`config.mk`:
```
export PLATFORM = sky130hd
export DESIGN_NAME = instr_sequencer
export DESIGN_NICKNAME = d
export VERILOG_FILES = /design/src/rtl/instr_sequencer.sv
export SDC_FILE = /design/constraint.sdc
export NUM_CORES = 1
export LEC_CHECK = 0
export ABC_CLOCK_PERIOD_IN_PS = 2150
export CAP_MARGIN = 5
export CORE_ASPECT_RATIO = 2
export CORE_MARGIN = 2
export CORE_UTILIZATION = 41
export DETAILED_ROUTE_END_ITERATION = 6
export PLACE_DENSITY = 0.8
export REMOVE_ABC_BUFFERS = 1
export SLEW_MARGIN = 20
export SYNTH_ARGS = -nofsm -noshare
export SYNTH_HDL_FRONTEND = slang
export SYNTH_SLANG_ARGS = --single-unit
export TNS_END_PERCENT = 50
```
`constraint.sdc`:
```
create_clock -name clk -period 2.15 [get_ports clk]
set_clock_uncertainty 0.1 [all_clocks]
set_input_delay 0.43 -clock clk [delete_from_list [all_inputs] [get_ports clk]]
set_output_delay 0.43 -clock clk [all_outputs]
set_load 0.01 [all_outputs]
```
`src/rtl/instr_sequencer.sv`:
```
// Fetch/decode/execute sequencer for the Jac1-8 core.
// Owns PC and IR, fetches instructions over a req/ack handshake and turns the
// decoder's level enables into single-cycle commit strobes.
// Optional feature: define SEQ_SINGLE_STEP_EN to add a `step` input that runs
// one instruction per rising edge while `run` is low.
module instr_sequencer #(
  parameter int unsigned PC_WIDTH          = 8,
  parameter int unsigned PROGRAM_DataWidth = 16,
  parameter int unsigned DataWidth         = 8
) (
  input  logic                         clk,
  input  logic                         reset,
  input  logic                         run,
`ifdef SEQ_SINGLE_STEP_EN
  input  logic                         step,
`endif
  output logic                         mem_req,
  output logic [PC_WIDTH-1:0]          mem_addr,
  input  logic                         mem_ack,
  input  logic [PROGRAM_DataWidth-1:0] mem_rdata,
  output logic [PROGRAM_DataWidth-1:0] instruction,
  input  logic                         wr_en,
  input  logic                         stat_wr_en,
  input  logic                         cnt_wr_en,
  input  logic [DataWidth-1:0]         literal_adr,
  output logic                         reg_wr_strobe,
  output logic                         stat_wr_strobe,
  output logic [PC_WIDTH-1:0]          pc,
  output logic                         instr_done,
  output logic                         busy
);

  typedef enum logic [1:0] {StIdle, StFetch, StDecode, StExec} state_e;

  state_e                         state_q;
  logic [PC_WIDTH-1:0]            pc_q;
  logic [PROGRAM_DataWidth-1:0]   ir_q;
  logic                           mem_req_q;
  logic                           instr_done_q;
  logic                           busy_q;
  logic                           start;
  logic [PC_WIDTH-1:0]            branch_target;

  // Size cast zero-extends (or truncates) the decoder target to PC width.
  assign branch_target = PC_WIDTH'(literal_adr);

`ifdef SEQ_SINGLE_STEP_EN
  logic step_q;
  logic step_rise;

  // Edge detector for step; runs every cycle so edges during busy are consumed.
  always_ff @(posedge clk or posedge reset) begin
    if (reset) begin
      step_q <= 1'b0;
    end else begin
      step_q <= step;
    end
  end

  assign step_rise = step & ~step_q;
  assign start     = run | step_rise;
`else
  assign start = run;
`endif

  // Main FSM; control outputs are registered alongside the state they decode.
  always_ff @(posedge clk or posedge reset) begin
    if (reset) begin
      state_q      <= StIdle;
      pc_q         <= '0;
      ir_q         <= '0;
      mem_req_q    <= 1'b0;
      instr_done_q <= 1'b0;
      busy_q       <= 1'b0;
    end else begin
      unique case (state_q)
        StIdle: begin
          if (start) begin
            state_q   <= StFetch;
            mem_req_q <= 1'b1;
            busy_q    <= 1'b1;
          end
        end
        StFetch: begin
          if (mem_ack) begin
            ir_q      <= mem_rdata;
            state_q   <= StDecode;
            mem_req_q <= 1'b0;
          end
        end
        StDecode: begin
          state_q      <= StExec;
          instr_done_q <= 1'b1;
        end
        StExec: begin
          instr_done_q <= 1'b0;
          pc_q         <= cnt_wr_en ? branch_target : pc_q + PC_WIDTH'(1);
          // run is sampled here so a deasserted run still lets this instruction retire.
          if (run) begin
            state_q   <= StFetch;
            mem_req_q <= 1'b1;
          end else begin
            state_q <= StIdle;
            busy_q  <= 1'b0;
          end
        end
        default: begin
          state_q      <= StIdle;
          mem_req_q    <= 1'b0;
          instr_done_q <= 1'b0;
          busy_q       <= 1'b0;
        end
      endcase
    end
  end

  // Commit strobes are gated directly by EXEC so reset kills them immediately.
  assign reg_wr_strobe  = (state_q == StExec) & wr_en;
  assign stat_wr_strobe = (state_q == StExec) & stat_wr_en;

  assign mem_req     = mem_req_q;
  assign mem_addr    = pc_q;
  assign pc          = pc_q;
  assign instruction = ir_q;
  assign instr_done  = instr_done_q;
  assign busy        = busy_q;

endmodule

```
==> impl_metrics.py, run 1 <==
metrics = {
    "status": {
        "status": "finished, final reports clean",
    },
    "power": {
        "power.density_nw_per_um2": 1410,
        "leakagePower_nw": 0.960,
        "peakVddDrop_mv": 0.748,
    },
    "worst_setup_path": {
        "critPathKind": "flip-flop to output port",
        "reg2reg_setup_slack_ps": 400,
        "cp.required_ps": 1620,
        "reg2reg_from": "state_q[0]",
        "path_buf_inv": 1,
        "critPathMaxStageDelay_ps": 530,
        "crit_path_cell_trace": "ha_4 > and2_1 > clkdlybuf4s50_1",
        "r2r_end": "state_q[1]",
        "path_delay_family": "buffers and inverters",
        "reg2regPathDepth": 6,
        "start_kind": "flip-flop",
        "path_max_fanout": 6,
        "critPathSlowestCell": "clkdlybuf4s50_1",
        "cp_data_arrival_time_ps": 1530,
        "end_kind": "output port",
    },
    "floorplan": {
        "die_h_um": 88.9,
        "rows": 30,
        "io_pins": 68,
        "die-area_um2": 4130,
        "core_um2": 3420,
        "die_w_um": 46.5,
        "start_util_pct": 43.3,
    },
    "global_routing": {
        "use_met2_pct": 33.2,
        "grt_pass1_wl_mm": 5.66,
        "grt_pass1_vias": 1300,
        "grtUsageMet1_pct": 19.2,
        "grt_busiest_layer": "met2",
        "grt_start_max_net_pins": 20,
        "grt_use_met3_pct": 4.65,
        "track_usage_pct": 18.7,
        "grt-ovfl-total": 0,
        "antenna_found_initial": 0,
    },
    "routing": {
        "via_per_inst": 5.12,
        "drt_iter0_drc": 15,
        "via_count": 1285,
        "wl_per_cell_um": 14.4,
        "routed_wl_mm": 3.62,
        "ant_nets": 0,
        "dr.pass1.iters": 4,
        "drc": 0,
    },
    "clock_tree": {
        "clock_latency_ps": 280,
        "cts_buffer_depth": 2,
        "cts_max_level": 2,
        "cts_tree": "done",
        "clkTransAtPathRegs_ps": 70,
        "clockRootBuffer": "clkbuf_8",
        "cts.sinks": 29,
        "numCtsBuffers": 5,
        "ctsHoldBuffers": 0,
    },
    "sta": {
        "finalSetupTns_ps": 0,
        "max_freq_ghz": 0.486,
        "worstMarginPinSlew_ps": 482,
        "drv_slew": 0,
        "fin_crit_ps": 2060,
        "rsz0062_at_grt": "false",
        "fin_crit_sh_pct": 95.6,
        "relSlewSlack_pct": 67.8,
        "hold_viol_final": 0,
        "finalSetupViolCount": 0,
        "worst_hold_slack_ps": 367,
    },
    "synthesis": {
        "yosysSeqAreaShare_pct": 49.1,
        "syn_inst": 135,
        "synthDominantCellAreaShare_pct": 49.1,
        "synthTopCellsByArea": "dfrtp_1 49%, mux2_2 12%, ha_1 5.1%",
        "yosysTopAreaCell": "dfrtp_1",
        "syn_avg_cell_area_um2": 10.9,
        "yosys_warnings": 0,
        "yosys_register_bits": 29,
        "synth_cell_types": 30,
        "synth_area_um2": 1480,
    },
    "place": {
        "dp_cells": 242,
        "gp_congestion": 0.775,
        "dp_hpwl_mm": 2.73,
        "portBuffers": 67,
    },
    "finish": {
        "area_delta_synth_final_pct": 53.9,
        "fin_nets": 239,
        "final_common_cell": "clkdlybuf4s50_1",
        "drive_above_1_share_pct": 16.7,
        "fin_cells": 251,
        "antenna_cells": 0,
        "layout_common_cells": "67 x clkdlybuf4s50_1, 28 x dfrtp_1, 16 x mux2_2",
    },
    "min_path": {
        "hold_class": "primary input to async pin",
    },
    "job": {
        "drv_cap": 0,
    },
}
==> flip-flops by register name (all words and copies together), names as in the netlist <==
signal       count
mem_addr         8
instr_done       1
mem_req          1
instruction     16
busy             1
state_q          2
==> cell families (layout without fill, tap and decap cells) <==
logic type | Yosys count | count (layout) | share of synthesized area, %
fa+ha+maj | 6 | 6 | 5.08
buf+inv | 20 | 88 | 7.96
compound gates | 29 | 29 | 12.5
flops | 29 | 29 | 49.1
mux | 17 | 17 | 12.9
simple gates | 34 | 34 | 12.4
==> layer usage <==
metal,up-vias,wire [µm]
met5,-,0
met4,0,125
met3,14,242
met2,52,1990
met1,619,1270
li1,600,-
==> repair_timing <==
action / CTS / global route
resized for setup: 2 / 1
endpoints found under the hold margin: 0 / 0
endpoints found under the setup margin: 2 / 1
buffers inserted: 1 / 0
==> worst max-delay path by stage <==
stage               start        endpoint  slack, ps  depth (start not counted)
2_1_floorplan  state_q[0]     mem_addr[7]        440                          4
3_3_place_gp   stat_wr_en  stat_wr_strobe        100                          3
3_5_place_dp        wr_en   reg_wr_strobe        100                          3
4_1_cts        state_q[1]  stat_wr_strobe         40                          3
5_1_grt        state_q[1]  stat_wr_strobe         40                          3
6_report       state_q[0]  stat_wr_strobe         90                          3
==> cell type report <==
cell class                      count  area [µm²]
Fill cell                         265        1140
Timing Repair Buffer               73         728
Sequential cell                    29         727
Multi-Input combinational cell     86         647
Clock buffer                        5        68.8
Tap cell                           48        60.1
Inverter                            7        26.3
Clock inverter                      3        17.5
==> synth_stat cells (all sizes together) <==
library cell	n
dfrtp	29
mux2	16
buf	13
o21ai	10
nor2	8
inv	7
nand2	7
a21oi	6
ha	6
nand3	5
o31ai	4
a22o	3
and2	2
and3	2
nand2b	2
nor2b	2
o21a	2
o311ai	2
or4	2
a21o	1
a311oi	1
mux2i	1
nand4	1
nor4	1
or2	1
or3	1
==> power breakdown <==
group / switching, W / internal (W) / leakage [nW]
registers: 0.000254 / 0.000825 / 0.333
clock network: 0.000210 / 0.000223 / 0.0439
logic: 0.000702 / 0.00100 / 0.583
total: 0.00117 / 0.00205 / 0.960
==> through the flow <==
step	instance area, µm²	worst slack, ps	power (W)	util [%]
after floorplan	1390	441	0.00182	-
after global placement	2170	102	0.00266	63.4
after detailed placement	2170	95.6	0.00275	63.4
after CTS	2270	40.0	0.00324	66.6
after global routing	2270	42.3	0.00342	66.6
final	2270	93.6	0.00322	66.6
(Power assumes the default switching activity.)
==> run 2, diff against run 1 <==
- CAP_MARGIN: 5 -> 20
- CORE_MARGIN: 2 -> 4
==> run 2 against run 1 <==
Effect of this change:
- die area grew 13%
- register-to-register slack gained 80 ps
- setup slack lost 15 ps
- utilization shrank 0.26 points
- fmax shrank 0.74%
- flip-flop and latch count is the same
- critical path depth is the same
- combinational power is essentially flat
- largest power group unchanged
==> impl_metrics.py, run 2 (same netlist as run 1, synthesis figures left out) <==
metrics = {
    "sta": {
        "worstMarginPinSlew_ps": 274,
        "drv_slew": 0,
        "finalSetupTns_ps": 0,
        "max_freq_ghz": 0.483,
        "worst_hold_slack_ps": 373,
        "relSlewSlack_pct": 81.7,
        "fin_crit_ps": 2070,
        "setup_slack_ps": 78.2,
        "hold_viol_final": 0,
        "fin_crit_sh_pct": 96.4,
        "rsz0062_at_grt": "false",
        "finalSetupViolCount": 0,
    },
    "worst_setup_path": {
        "start_kind": "primary input",
        "path_max_fanout": 1,
        "reg2reg_setup_slack_ps": 480,
        "cp_data_arrival_time_ps": 1540,
        "reg2reg_from": "state_q[0]",
        "reg2regPathDepth": 6,
        "critPathKind": "primary input to output port",
        "end_kind": "output port",
        "crit_path_cell_trace": "clkdlybuf4s50_1 > and2_1 > clkdlybuf4s50_1",
        "r2r_end": "state_q[0]",
        "critPathMaxStageDelay_ps": 540,
        "critPathMostFrequentCell": "clkdlybuf4s50_1",
        "worstSetupStartpoint": "wr_en",
        "critPathSlowestCell": "clkdlybuf4s50_1",
        "cp.required_ps": 1620,
        "setup.worst_path.end": "reg_wr_strobe",
        "cp.depth": 3,
        "path_buf_inv": 2,
        "path_delay_family": "buffers and inverters",
    },
    "clock_tree": {
        "cts_buffer_depth": 2,
        "clock_latency_ps": 270,
        "clkTransAtPathRegs_ps": 60,
        "clockRootBuffer": "clkbuf_8",
        "cts_max_level": 2,
        "ctsHoldBuffers": 0,
        "cts.sinks": 29,
        "numCtsBuffers": 5,
        "cts_tree": "done",
    },
    "power": {
        "leakagePower_nw": 0.965,
        "power.density_nw_per_um2": 1420,
        "peakVddDrop_mv": 0.801,
    },
    "global_routing": {
        "grt_start_max_net_pins": 18,
        "track_usage_pct": 16.6,
        "grt_pass1_wl_mm": 6.02,
        "grt_pass1_vias": 1317,
        "grt-ovfl-total": 0,
        "antenna_found_initial": 0,
    },
    "routing": {
        "wl_per_cell_um": 14.5,
        "drt_iter0_drc": 30,
        "ant_nets": 0,
        "dr.pass1.iters": 4,
        "via_count": 1284,
        "drc": 0,
        "via_per_inst": 5.10,
        "routed_wl_mm": 3.65,
    },
    "floorplan": {
        "die_h_um": 92.9,
        "rows": 30,
        "io_pins": 68,
        "die-area_um2": 4690,
        "core_um2": 3420,
        "die_w_um": 50.5,
        "start_util_pct": 43.3,
    },
    "status": {
        "status": "finished, final reports clean",
    },
    "finish": {
        "fin_util_pct": 66.3,
        "layout_common_cells": "67 x clkdlybuf4s50_1, 29 x dfrtp_1, 16 x mux2_2",
        "largest_reg_flops": 16,
        "fin_nets": 241,
        "antenna_cells": 0,
        "drive_above_1_share_pct": 16.2,
        "area_delta_synth_final_pct": 53.3,
        "final_common_cell": "clkdlybuf4s50_1",
    },
    "place": {
        "dpl_worst_slack_ps": 63.7,
        "gp_congestion": 0.876,
        "dp_hpwl_mm": 2.78,
        "portBuffers": 67,
    },
    "min_path": {
        "hold_class": "primary input to async pin",
    },
    "job": {
        "drv_cap": 0,
    },
}
run 2: worst min-delay path by stage:
| stage | from | to | depth (start not counted) | slack, ps |
|---|---|---|---|---|
| final | reset | instruction[5] | 3 | 370 |
| after CTS | reset | instruction[11] | 3 | 370 |
| after global routing | reset | instruction[12] | 3 | 420 |
| after global placement | instruction[13] | instruction[13] | 1 | 380 |
| after detailed placement | instruction[2] | instruction[2] | 1 | 390 |
| after floorplan | reset | busy | 1 | 410 |
run 2: power by group:
part / internal (W) / switching, W / total [W] / leakage, nW
registers: 0.000823 / 0.000233 / 0.00106 / 0.334
clock network: 0.000253 / 0.000187 / 0.000440 / 0.0443
logic: 0.00101 / 0.000709 / 0.00171 / 0.586
total: 0.00208 / 0.00113 / 0.00321 / 0.965
run 2: timing repair:
item	4_1_cts	5_1_grt
gates resized for setup	1	0
buffers inserted	2	0
endpoints found under the setup margin	2	0
run 2: routing by layer:
layer | track usage, % | routed length, µm | up-vias
li1 | - | - | 604
met1 | 18.6 | 1360 | 609
met3 | 3.06 | 221 | 12
met2 | 28.6 | 1980 | 59
met5 | 0 | 0 | -
met4 | 9.66 | 94 | 0
run 2: worst min-delay path: stages:
cell and delay [ps]:
clkdlybuf4s50_1 390, inv_1 60, buf_4 210
run 2: final cells by class:
| type | instances | area [µm²] |
|---|---|---|
| clock buffers | 7 | 86.3 |
| fillers | 255 | 1150 |
| inverters | 7 | 26.3 |
| multi-input cells | 86 | 637 |
| flip-flops and latches | 29 | 726 |
| well taps | 48 | 60.1 |
| repair buffers | 75 | 731 |
run 2: through the flow:
| step | area, µm² | instances | total power [W] |
|---|---|---|---|
| 2_1_floorplan | 1390 | 122 | 0.00182 |
| 6_report | 2270 | 252 | 0.00321 |
| 3_5_place_dp | 2160 | 243 | 0.00274 |
| 3_3_place_gp | 2160 | 243 | 0.00267 |
| 4_1_cts | 2270 | 252 | 0.00324 |
| 5_1_grt | 2270 | 252 | 0.00342 |
